`src/rtl/vga_rx_decoder.sv`:
```
// VGA receive-side timing recovery: locks to sync timing, recovers x/y/de/pixel and flags timing faults.
// Optional frame checksum enabled by defining VGA_RX_FRAME_SUM_EN.
module vga_rx_decoder #(
  parameter int   H_VISIBLE   = 640,
  parameter int   H_FRONT     = 16,
  parameter int   H_SYNC      = 96,
  parameter int   H_BACK      = 48,
  parameter int   V_VISIBLE   = 480,
  parameter int   V_FRONT     = 10,
  parameter int   V_SYNC      = 2,
  parameter int   V_BACK      = 33,
  parameter logic SYNC_POL    = 1'b0,
  parameter int   LOCK_FRAMES = 2
) (
  input  logic        CLK,
  input  logic        RST,
  input  logic        pix_en,
  input  logic        HS,
  input  logic        VS,
  input  logic [7:0]  RGB,
  output logic [9:0]  x_out,
  output logic [9:0]  y_out,
  output logic        de,
  output logic [7:0]  pixel_out,
  output logic        locked,
  output logic        frame_start,
  output logic        timing_err,
  output logic [15:0] frame_sum
);

  localparam logic [10:0] H_TOTAL = 11'(H_VISIBLE + H_FRONT + H_SYNC + H_BACK);
  localparam logic [10:0] V_TOTAL = 11'(V_VISIBLE + V_FRONT + V_SYNC + V_BACK);
  localparam logic [9:0]  HS_LEN  = 10'(H_SYNC);
  localparam logic [10:0] H_START = 11'(H_SYNC + H_BACK);
  localparam logic [10:0] H_END   = 11'(H_SYNC + H_BACK + H_VISIBLE);
  localparam logic [10:0] V_START = 11'(V_SYNC + V_BACK);
  localparam logic [10:0] V_END   = 11'(V_SYNC + V_BACK + V_VISIBLE);
  localparam logic [9:0]  CNT_MAX = 10'h3FF;
  localparam int          GW      = (LOCK_FRAMES < 2) ? 1 : $clog2(LOCK_FRAMES + 1);
  localparam logic [GW-1:0] GOOD_LAST = GW'(LOCK_FRAMES - 1);

  typedef enum logic [1:0] {
    ST_SEARCH,
    ST_VERIFY,
    ST_LOCKED
  } state_t;

  state_t        state;
  logic          hs_prev;
  logic          vs_prev;
  logic          vs_pend;
  logic [9:0]    h_cnt;
  logic [9:0]    v_cnt;
  logic [9:0]    hs_width;
  logic [GW-1:0] good_cnt;

  logic hs_act;
  logic vs_act;
  logic hle;
  logic vle;
  logic frame_hle;
  logic line_ok;
  logic frame_ok;
  logic chk_fail;
  logic visible;
  logic vis_de;

  // Event decode for the current sample, evaluated on pre-update counters.
  always_comb begin
    hs_act    = (HS == SYNC_POL);
    vs_act    = (VS == SYNC_POL);
    hle       = hs_act && (hs_prev != SYNC_POL);
    vle       = vs_act && (vs_prev != SYNC_POL);
    frame_hle = hle && (vs_pend || vle);
    line_ok   = (({1'b0, h_cnt} + 11'd1) == H_TOTAL) && (hs_width == HS_LEN);
    frame_ok  = (({1'b0, v_cnt} + 11'd1) == V_TOTAL);
    chk_fail  = (hle && !line_ok) || (frame_hle && !frame_ok);
    visible   = ({1'b0, h_cnt} >= H_START) && ({1'b0, h_cnt} < H_END) &&
                ({1'b0, v_cnt} >= V_START) && ({1'b0, v_cnt} < V_END);
    vis_de    = visible && (state == ST_LOCKED) && !chk_fail;
  end

  always_ff @(posedge CLK or posedge RST) begin
    if (RST) begin
      state       <= ST_SEARCH;
      hs_prev     <= ~SYNC_POL;
      vs_prev     <= ~SYNC_POL;
      vs_pend     <= 1'b0;
      h_cnt       <= '0;
      v_cnt       <= '0;
      hs_width    <= '0;
      good_cnt    <= '0;
      x_out       <= '0;
      y_out       <= '0;
      de          <= 1'b0;
      pixel_out   <= '0;
      locked      <= 1'b0;
      frame_start <= 1'b0;
      timing_err  <= 1'b0;
    end else begin
      frame_start <= 1'b0;
      timing_err  <= 1'b0;
      if (pix_en) begin
        hs_prev <= HS;
        vs_prev <= VS;

        if (hle) begin
          h_cnt    <= '0;
          hs_width <= 10'd1;
        end else begin
          if (h_cnt != CNT_MAX) h_cnt <= h_cnt + 10'd1;
          if (hs_act && (hs_width != CNT_MAX)) hs_width <= hs_width + 10'd1;
        end

        // A VS edge is only acted upon at the next HS leading edge (possibly this one).
        if (frame_hle) begin
          v_cnt   <= '0;
          vs_pend <= 1'b0;
        end else begin
          if (vle) vs_pend <= 1'b1;
          if (hle && (v_cnt != CNT_MAX)) v_cnt <= v_cnt + 10'd1;
        end

        de <= vis_de;
        if (visible) begin
          x_out     <= h_cnt - H_START[9:0];
          y_out     <= v_cnt - V_START[9:0];
          pixel_out <= RGB;
        end

        case (state)
          ST_SEARCH: begin
            if (frame_hle) begin
              state    <= ST_VERIFY;
              good_cnt <= '0;
            end
          end
          ST_VERIFY: begin
            if (chk_fail) begin
              state <= ST_SEARCH;
            end else if (frame_hle) begin
              good_cnt <= good_cnt + 1'b1;
              if (good_cnt == GOOD_LAST) begin
                state  <= ST_LOCKED;
                locked <= 1'b1;
              end
            end
          end
          ST_LOCKED: begin
            if (chk_fail) begin
              timing_err <= 1'b1;
              locked     <= 1'b0;
              state      <= ST_SEARCH;
            end else if (frame_hle) begin
              frame_start <= 1'b1;
            end
          end
          default: begin
            state  <= ST_SEARCH;
            locked <= 1'b0;
          end
        endcase
      end
    end
  end

`ifdef VGA_RX_FRAME_SUM_EN
  logic [15:0] sum_acc;

  // The frame-HLE sample itself is never visible, so it is never part of the sum.
  always_ff @(posedge CLK or posedge RST) begin
    if (RST) begin
      sum_acc   <= '0;
      frame_sum <= '0;
    end else if (pix_en) begin
      if ((state == ST_LOCKED) && chk_fail) begin
        sum_acc <= '0;
      end else if ((state == ST_LOCKED) && frame_hle) begin
        frame_sum <= sum_acc;
        sum_acc   <= '0;
      end else if (vis_de) begin
        sum_acc <= sum_acc + {8'd0, RGB};
      end
    end
  end
`else
  assign frame_sum = '0;
`endif

endmodule
```
`config.mk`:
```
export PLATFORM = sky130hd
export DESIGN_NAME = vga_rx_decoder
export DESIGN_NICKNAME = d
export VERILOG_FILES = /design/src/rtl/vga_rx_decoder.sv
export SDC_FILE = /design/constraint.sdc
export NUM_CORES = 1
export LEC_CHECK = 0
export BUFFER_PORTS_ARGS = -buffer_cell sky130_fd_sc_hd__buf_2
export CORE_ASPECT_RATIO = 0.7
export CORE_MARGIN = 8
export CORE_UTILIZATION = 45
export DETAILED_ROUTE_END_ITERATION = 16
export GPL_TIMING_DRIVEN = 0
export PLACE_DENSITY = 0.64
export SLEW_MARGIN = 20
export SYNTH_ARGS = -nofsm -noshare
export SYNTH_HDL_FRONTEND = slang
export SYNTH_SLANG_ARGS = --single-unit
```
`constraint.sdc`:
```
create_clock -name CLK -period 4.4 [get_ports CLK]
set_input_delay 0 -clock CLK [delete_from_list [all_inputs] [get_ports CLK]]
set_output_delay 0 -clock CLK [all_outputs]
set_load 0.01 [all_outputs]
```
After elaboration in Yosys (flattened, before gate mapping)
Index checks and enable logic that the tools add are counted.
Storage, ports and cells
  output and inout bits: 48
  input bits: 13
  register bits: 69
Cells by class
  bitwise operators: 3
  order comparisons: 4
  equal/unequal tests: 16
  reduce and logical (&&, ||, !) cells: 32
  add/subtract/negate cells: 8
  multiplexer cells: 30
Operators by type and width (number)
  $mux 10: 6
  $add 10x1->10 const B: 3
  $ne 10x10->1 const B: 3
  $add 10x1->11 const B: 2
  $eq 11x10->1 const B: 2
  $lt 10x10->1 const B: 2
  $mux 2: 8
  $logic_and 1x1->1: 13
  $mux 1: 13
  $eq 10x7->1 const B: 1
  $ge 10x6->1 const B: 1
  $ge 10x8->1 const B: 1
  $ne 2x2->1 const B: 5
  $reduce_and 2->1: 5
  $reduce_and 5->1: 2
  $reduce_bool 2->1: 5
  $sub 10x6->10 const B: 1
  $sub 10x8->10 const B: 1
  $ne 3x3->1 const B: 2
  $pmux 2 s3: 1
  $reduce_and 6->1: 1
  $eq 2x1->1 const B: 2
  $pmux 2 s2: 1
  $logic_not 1->1: 3
  6 further kinds: 9

Logic depth before layout (Yosys ltp)
Gate-level depths: netlist (run 1).
  word-level depth: 9
  gate-level depth with buffers: 10
  depth with buffers taken out: 8

Least setup slack after synthesis (run 1)
Ideal clock, no wire load.
  path type: register to register
  start: register v_cnt[0]
  end: register x_out[7]
  slack: 1.996 ns
  clock period less this slack: 2.404 ns
  arrival time: 2.266 ns
  required time: 4.263 ns
  stages on the path, launching flop included: 9
  buffers on the path: 1
  cells stage by stage: dfrtp_1 > ha_1 > or4_4 > o31a_1 > a311oi_4 > o31ai_4 > buf_6 > nand2_1 > o21ai_1
On the way
  longest elaborated chain between the ends: 4
  elaborated cells between the ends (all ways): 5
  classes of those cells: order compare: 2; reduce/logical: 3
Ends and longest elaborated chain
  start: declaration: line 53  | logic [9:0] v_cnt;
  start signal: assignment: line 121  | if (hle && (v_cnt != CNT_MAX)) v_cnt <= v_cnt + 10'd1;
  $ge 10x6->1: line 79  | ({1'b0, v_cnt} >= V_START) && ({1'b0, v_cnt} < V_END);
  $logic_and 1x1->1: line 78  | visible = ({1'b0, h_cnt} >= H_START) && ({1'b0, h_cnt} < H_END) &&
  $logic_and 1x1->1 (*): line 79
  $reduce_and 2->1 (no source line) (*)
  end signal: assignment: line 126  | x_out <= h_cnt - H_START[9:0];
  end: declaration: line 21  | output logic [9:0] x_out,
Every way passes the cells marked *; elsewhere a longest branch is shown, timed or not.
A chain may end at the register's enable or synchronous reset.

Final worst setup path (run 1)
  start: register v_cnt[0]
  end: register v_cnt[6]
On the way
  longest elaborated chain between the ends: 4
  elaborated cells between the ends (all ways): 7
  classes of those cells: add/sub: 1; eq/ne: 1; mux: 2; reduce/logical: 3
Ends and longest elaborated chain
  branches (longest 4 deep; another with $add 10x1->10)
Parallel ways; which one is timed is not known. The select of a mux whose other input is x is not followed.

==> flow_summary_export.csv, run 1 <==
group,metric,value,unit
status,status,"complete, no violations",
critical_path,slowest_delay,510,ps
final_layout,diodes,0,
sta,setup_viol,0,
clocking,clk_pin_slew_worst_paths,60,ps
power,p_leak,2.30,nW
synthesis,yosysWarnings,0,
critical_path,critPathBufInv,1,
clocking,worstSkewPairLatency,330,ps
critical_path,start_kind,"flip-flop",
floorplan,core-area,8510,sq um
final_layout,finish.utilization,0.572,
sta,whs,148,ps
placement,dp_cells,625,
clocking,root_buffer,"clkbuf_16",
placement,gp_congestion,0.851,
clocking,cts_resized,0,
clocking,cts-buffers-inserted,9,
critical_path,critical_path_arrival,3050,ps
final_layout,final_cells,652,
final_layout,final_nets,550,
synthesis,async_reset_ff_frac,1.00,
critical_path,crit_path_start,"v_cnt[0]$_DFFE_PP0P_",
grt,grt_pass1_vias,3222,
sta,worst_pin_slew,589,ps
sta,fin_ws,1560,ps
critical_path,crit_chain,"ha_1 > nand3_1 > nor3_1 > a311o_1 > clkbuf_1 > nor2_1 > o21ai_0 > o41ai_1",
grt,grt_overflow,0,
floorplan,fp.dieArea,12100,sq um
floorplan,io_pins,61,
critical_path,worstPathMaxFanout,10,
min_path,min-delay-start,"pix_en",
routing,routed-via-count,3372,
routing,avgRoutedWirePerCell,14.2,um
final_layout,drive_above_1_share,0.218,
grt,antenna_found_initial,0,
routing,drt_iter0_drc,163,
floorplan,die_y,94.6,um
final_layout,multi_input_area,1950,sq um
routing,drc,0,
synthesis,synth-seq-area-share,0.435,
routing,antenna_left,0,
clocking,cts_buffer_depth,2,
placement,pre_cts_slack,1660,ps
synthesis,synth_top_area_cell,"dfrtp_1",
grt,grt_pass1_wl,15800,um
grt,grt_max_degree,36,
sta,finalSetupTns,0,ps
clocking,clock-sinks,69,
power,power,1.84,mW
sta,slew_headroom,0.605,
final_layout,nFillCells,768,
sta,fin_crit,2840,ps
critical_path,cp_data_required_time,4610,ps
synthesis,yosysUniqueCellTypes,56,
critical_path,worstSetupPathType,"reg2reg",
floorplan,rows,28,
floorplan,die_w,128,um
critical_path,crit_family,"simple AND/OR/NAND/NOR gates",
critical_path,r2r-start,"v_cnt[0]$_DFFE_PP0P_",
sta,finalCritPeriodShare,0.645,
min_path,min_path_type,"in2reg",
synthesis,synth_top_area_frac,0.422,
synthesis,ys.flop_type,"dfrtp_1",
floorplan,start_util,0.467,
routing,wirelength,9280,um
synthesis,synth_area,3970,sq um
critical_path,slowest_stage,"dfrtp_1",
synthesis,synth_cells,445,
final_layout,syn_to_final_growth,22.6,%
final_layout,final_area,4870,sq um
sta,fmax,352,MHz
grt,grt_usage,0.164,
final_layout,regArea,1730,sq um
synthesis,syn_area_per_cell,8.93,sq um
clocking,cts_setup_buffers,0,
sta,rsz0062_at_grt,"no",
synthesis,synth_edf_count,0,
synthesis,synth_area_leaders,"dfrtp_1 (42%), nand2_1 (7.8%), o21ai_0 (4.2%)",
synthesis,ys_ff_latch,69,
clocking,tritoncts,"built",
placement,numPortBuffers,44,
clocking,htree_levels,3,
sta,finClkSkew,4.11,ps
flow_run,maxCapViolCount,0,
placement,postPlaceCellArea,4420,sq um
sta,drv_slew,0,
power,power_density,378,nW/um^2
power,ir_worst_vdd,0.283,mV
placement,dpl.hpwl,6810,um
synthesis,synthTopCellsByCount,"nand2_1 (83), dfrtp_1 (67), o21ai_0 (33)",
routing,viasPerCell,5.17,
routing,drt_first_pass_iters,5,
synthesis,yosysMostFrequentCell,"nand2_1",
critical_path,cp-end-kind,"flip-flop",
sta,final-hold-violation-count,0,
## registers in the layout, indices dropped and copies added (netlist names)
| signal | cells |
|---|---|
| good_cnt | 2 |
| pixel_out | 8 |
| frame_start | 1 |
| hs_width | 10 |
| y_out | 10 |
| de | 1 |
| vs_pend | 1 |
| locked | 1 |
| x_out | 10 |
| hs_prev | 1 |
| vs_prev | 1 |
| state | 2 |
| v_cnt | 10 |
| h_cnt | 10 |
| timing_err | 1 |
## worst reg2reg max path, stage by stage (launching register included)
cell and delay, ps:
dfrtp_1 510, ha_1 380, nand3_1 230, nor3_1 440, a311o_1 420, clkbuf_1 390, nor2_1 60, o21ai_0 170
o41ai_1 100
## metal layers
layer	GRT usage	wire (um)
met4	0.0631	130
met3	0.0580	782
met5	0	0
met1	0.220	4460
met2	0.237	3900
## kinds of logic after synthesis
group                      share of synthesized area
muxes                                        0.00283
xor gates and xnor gates                      0.0441
AOI/OAI and AO/OA                              0.192
and+or+nand+nor                                0.205
DFF                                            0.435
adders and majority gates                     0.0315
buffers and inverters                         0.0882
other                                       0.000944
## placed cells by master, fill, tap and decap left out, drive strengths merged, types with 13 or more instances in the layout
master / instances
nand2: 83
buf: 72
dfrtp: 67
o21ai: 50
nor2: 27
clkbuf: 27
inv: 19
conb: 16
nand3: 13
## where the power goes
part	switching [mW]	leakage (nW)	internal [mW]
clock network	0.266	0.163	0.553
registers	0.0539	0.935	0.684
logic	0.176	1.21	0.110
total	0.496	2.30	1.35
## layout make-up
cell class                      instances  share of cell area
Clock buffer                           10              0.0470
Tap cell                              120              0.0308
Clock inverter                          6              0.0228
Timing Repair Buffer                   56              0.0719
Sequential cell                        69               0.355
Buffer                                 44              0.0573
Inverter                               19              0.0151
Multi-Input combinational cell        328               0.400
## final timing paths
| check | to | slack, ps | depth (start not counted) |
|---|---|---|---|
| max in group asynchronous | vs_prev$_DFFE_PP1P_ | 3550 | 4 |
| min in group asynchronous | y_out[5]$_DFFE_PP0P_ | 230 | 3 |
| setup reg to reg | v_cnt[6]$_DFFE_PP0P_ | 1560 | 8 |
| hold reg to reg | pixel_out[6]$_DFFE_PP0P_ | 470 | 2 |
| hold / removal | hs_width[8]$_DFFE_PP0P_ | 150 | 3 |
| setup / recovery | v_cnt[6]$_DFFE_PP0P_ | 1560 | 8 |
## what timing repair did
action	CTS	global route
hold endpoints to repair	44	0
endpoints found under the setup margin	0	0
hold buffers	11	0
No activity file was read; power rests on OpenSTA's default activity.
==> inputs of run 2 (changes only) <==
Clock period 4.4 ns to 2.8 ns, I/O delays scaled along.
==> flow_summary_export.csv, run 2 (synthesis gave the netlist of run 1 again) <==
group,metric,value,unit
routing,avgRoutedWirePerCell,14.2,um
floorplan,io_pins,61,
grt,grt_pass1_vias,3222,
final_layout,final_nets,552,
placement,pre_cts_slack,55.2,ps
grt,grt_pass1_wl,15800,um
sta,final-hold-violation-count,0,
power,p_clk_frac,0.445,
sta,finalCritPeriodShare,0.947,
clocking,tritoncts,"built",
final_layout,syn_to_final_growth,23.2,%
routing,routed-via-count,3385,
routing,drc,0,
sta,drv_slew,0,
routing,antenna_left,0,
sta,worst_pin_slew,568,ps
routing,wirelength,9270,um
floorplan,die_w,128,um
placement,dpl.hpwl,6810,um
critical_path,cp_data_required_time,3000,ps
sta,fin_crit,2650,ps
power,swShare,0.269,
sta,fin_ws,149,ps
critical_path,rrSetupSlack,150,ps
critical_path,cp-end-kind,"flip-flop",
floorplan,core-area,8510,sq um
critical_path,worstSetupPathType,"reg2reg",
critical_path,start_kind,"flip-flop",
clocking,clock-sinks,69,
sta,fmax,377,MHz
grt,grt_overflow,0,
sta,whs,152,ps
power,internal_power,2.12,mW
floorplan,fp.dieArea,12100,sq um
flow_run,maxCapViolCount,0,
clocking,cts-buffers-inserted,9,
sta,slew_headroom,0.618,
grt,antenna_found_initial,0,
sta,rsz0062_at_grt,"no",
critical_path,worstPathMaxFanout,10,
status,status,"complete, no violations",
placement,numPortBuffers,44,
routing,drt_iter0_drc,162,
clocking,htree_levels,3,
power,ir_worst_vdd,0.446,mV
power,p_seq_frac,0.400,
grt,grt_usage,0.164,
clocking,root_buffer,"clkbuf_16",
critical_path,critical_path_arrival,2850,ps
sta,finalSetupTns,0,ps
placement,gp_congestion,0.851,
power,p_leak,2.32,nW
floorplan,rows,28,
final_layout,final_area,4900,sq um
final_layout,drive_above_1_share,0.227,
power,switching_power,779,uW
power,p_comb_frac,0.154,
floorplan,die_y,94.6,um
clocking,cts_buffer_depth,2,
final_layout,final_common_cell,"nand2_1",
min_path,min_path_type,"in2reg",
routing,viasPerCell,5.18,
clocking,worstSkewPairLatency,330,ps
final_layout,diodes,0,
grt,grt_max_degree,36,
clocking,clk_pin_slew_worst_paths,60,ps
floorplan,start_util,0.467,
sta,setup_viol,0,
final_layout,layout_common_cells,"nand2_1 (83), dfrtp_1 (67), buf_2 (49)",
power,power_density,591,nW/um^2
routing,drt_first_pass_iters,5,
placement,postPlaceCellArea,4420,sq um
sta,finClkSkew,4.44,ps
-- run 2: cell types whose count changed in the layout (fill, tap and decap cells not counted), sizes merged --
cell	change
buf	+2
-- run 2: cell type report --
| class | count | area (sq um) |
|---|---|---|
| fill | 764 | 3620 |
| multi-input combinational | 328 | 1960 |
| sequential | 69 | 1730 |
| timing repair buffer | 58 | 365 |
| buffer | 44 | 280 |
| clock buffer | 10 | 229 |
| tap | 120 | 150 |
| clock inverter | 6 | 111 |
| inverter | 19 | 73.8 |
-- run 2: worst paths after layout --
path | end | startpoint | cells past startpoint
min reg2reg | y_out[0]$_DFFE_PP0P_ | y_out[0]$_DFFE_PP0P_ | 2
min | hs_width[8]$_DFFE_PP0P_ | pix_en | 3
max in group asynchronous | vs_prev$_DFFE_PP1P_ | RST | 4
max | x_out[8]$_DFFE_PP0P_ | v_cnt[0]$_DFFE_PP0P_ | 8
min in group asynchronous | y_out[5]$_DFFE_PP0P_ | RST | 3
max reg2reg | x_out[8]$_DFFE_PP0P_ | v_cnt[0]$_DFFE_PP0P_ | 8
-- run 2: routing by layer --
| layer | wire length (um) | up-vias | global-route usage |
|---|---|---|---|
| met5 | 0 | - | 0 |
| met4 | 131 | 0 | 0.0631 |
| met3 | 813 | 9 | 0.0580 |
| met2 | 3910 | 116 | 0.237 |
| met1 | 4420 | 1573 | 0.220 |
| li1 | - | 1687 | - |
-- run 2: power by group through the flow --
stage               Sequential (mW)  Combinational, mW  Clock [mW]
finish                         1.16              0.447        1.29
CTS                            1.16              0.447        1.33
floorplan                      1.15              0.334           0
global placement               1.17              0.415           0
global route                   1.17              0.513        1.36
detailed placement             1.17              0.432           0
-- run 2: worst max-delay path, stage by stage, from the launching register on --
cell and delay (ps):
dfrtp_1 480, ha_1 350, or4_4 460, o31a_1 320, a311oi_4 370, o31ai_4 210, buf_6 200, nand2_1 70
o21ai_1 50
-- run 2: what timing repair did --
action / 4_1_cts / 5_1_grt
endpoints found under the setup margin: 0 / 12
buffers inserted: 0 / 2
endpoints found under the hold margin: 44 / 0
hold buffers: 11 / 0
gates resized for setup: 0 / 4
-- run 2: per-stage QoR --
step           std cells  power, mW   util
3_5_place_dp         625       1.61  0.520
5_1_grt              654       3.05  0.575
4_1_cts              652       2.93  0.572
3_3_place_gp         624       1.58  0.517
6_report             654       2.89  0.575
2_1_floorplan        460       1.48      -
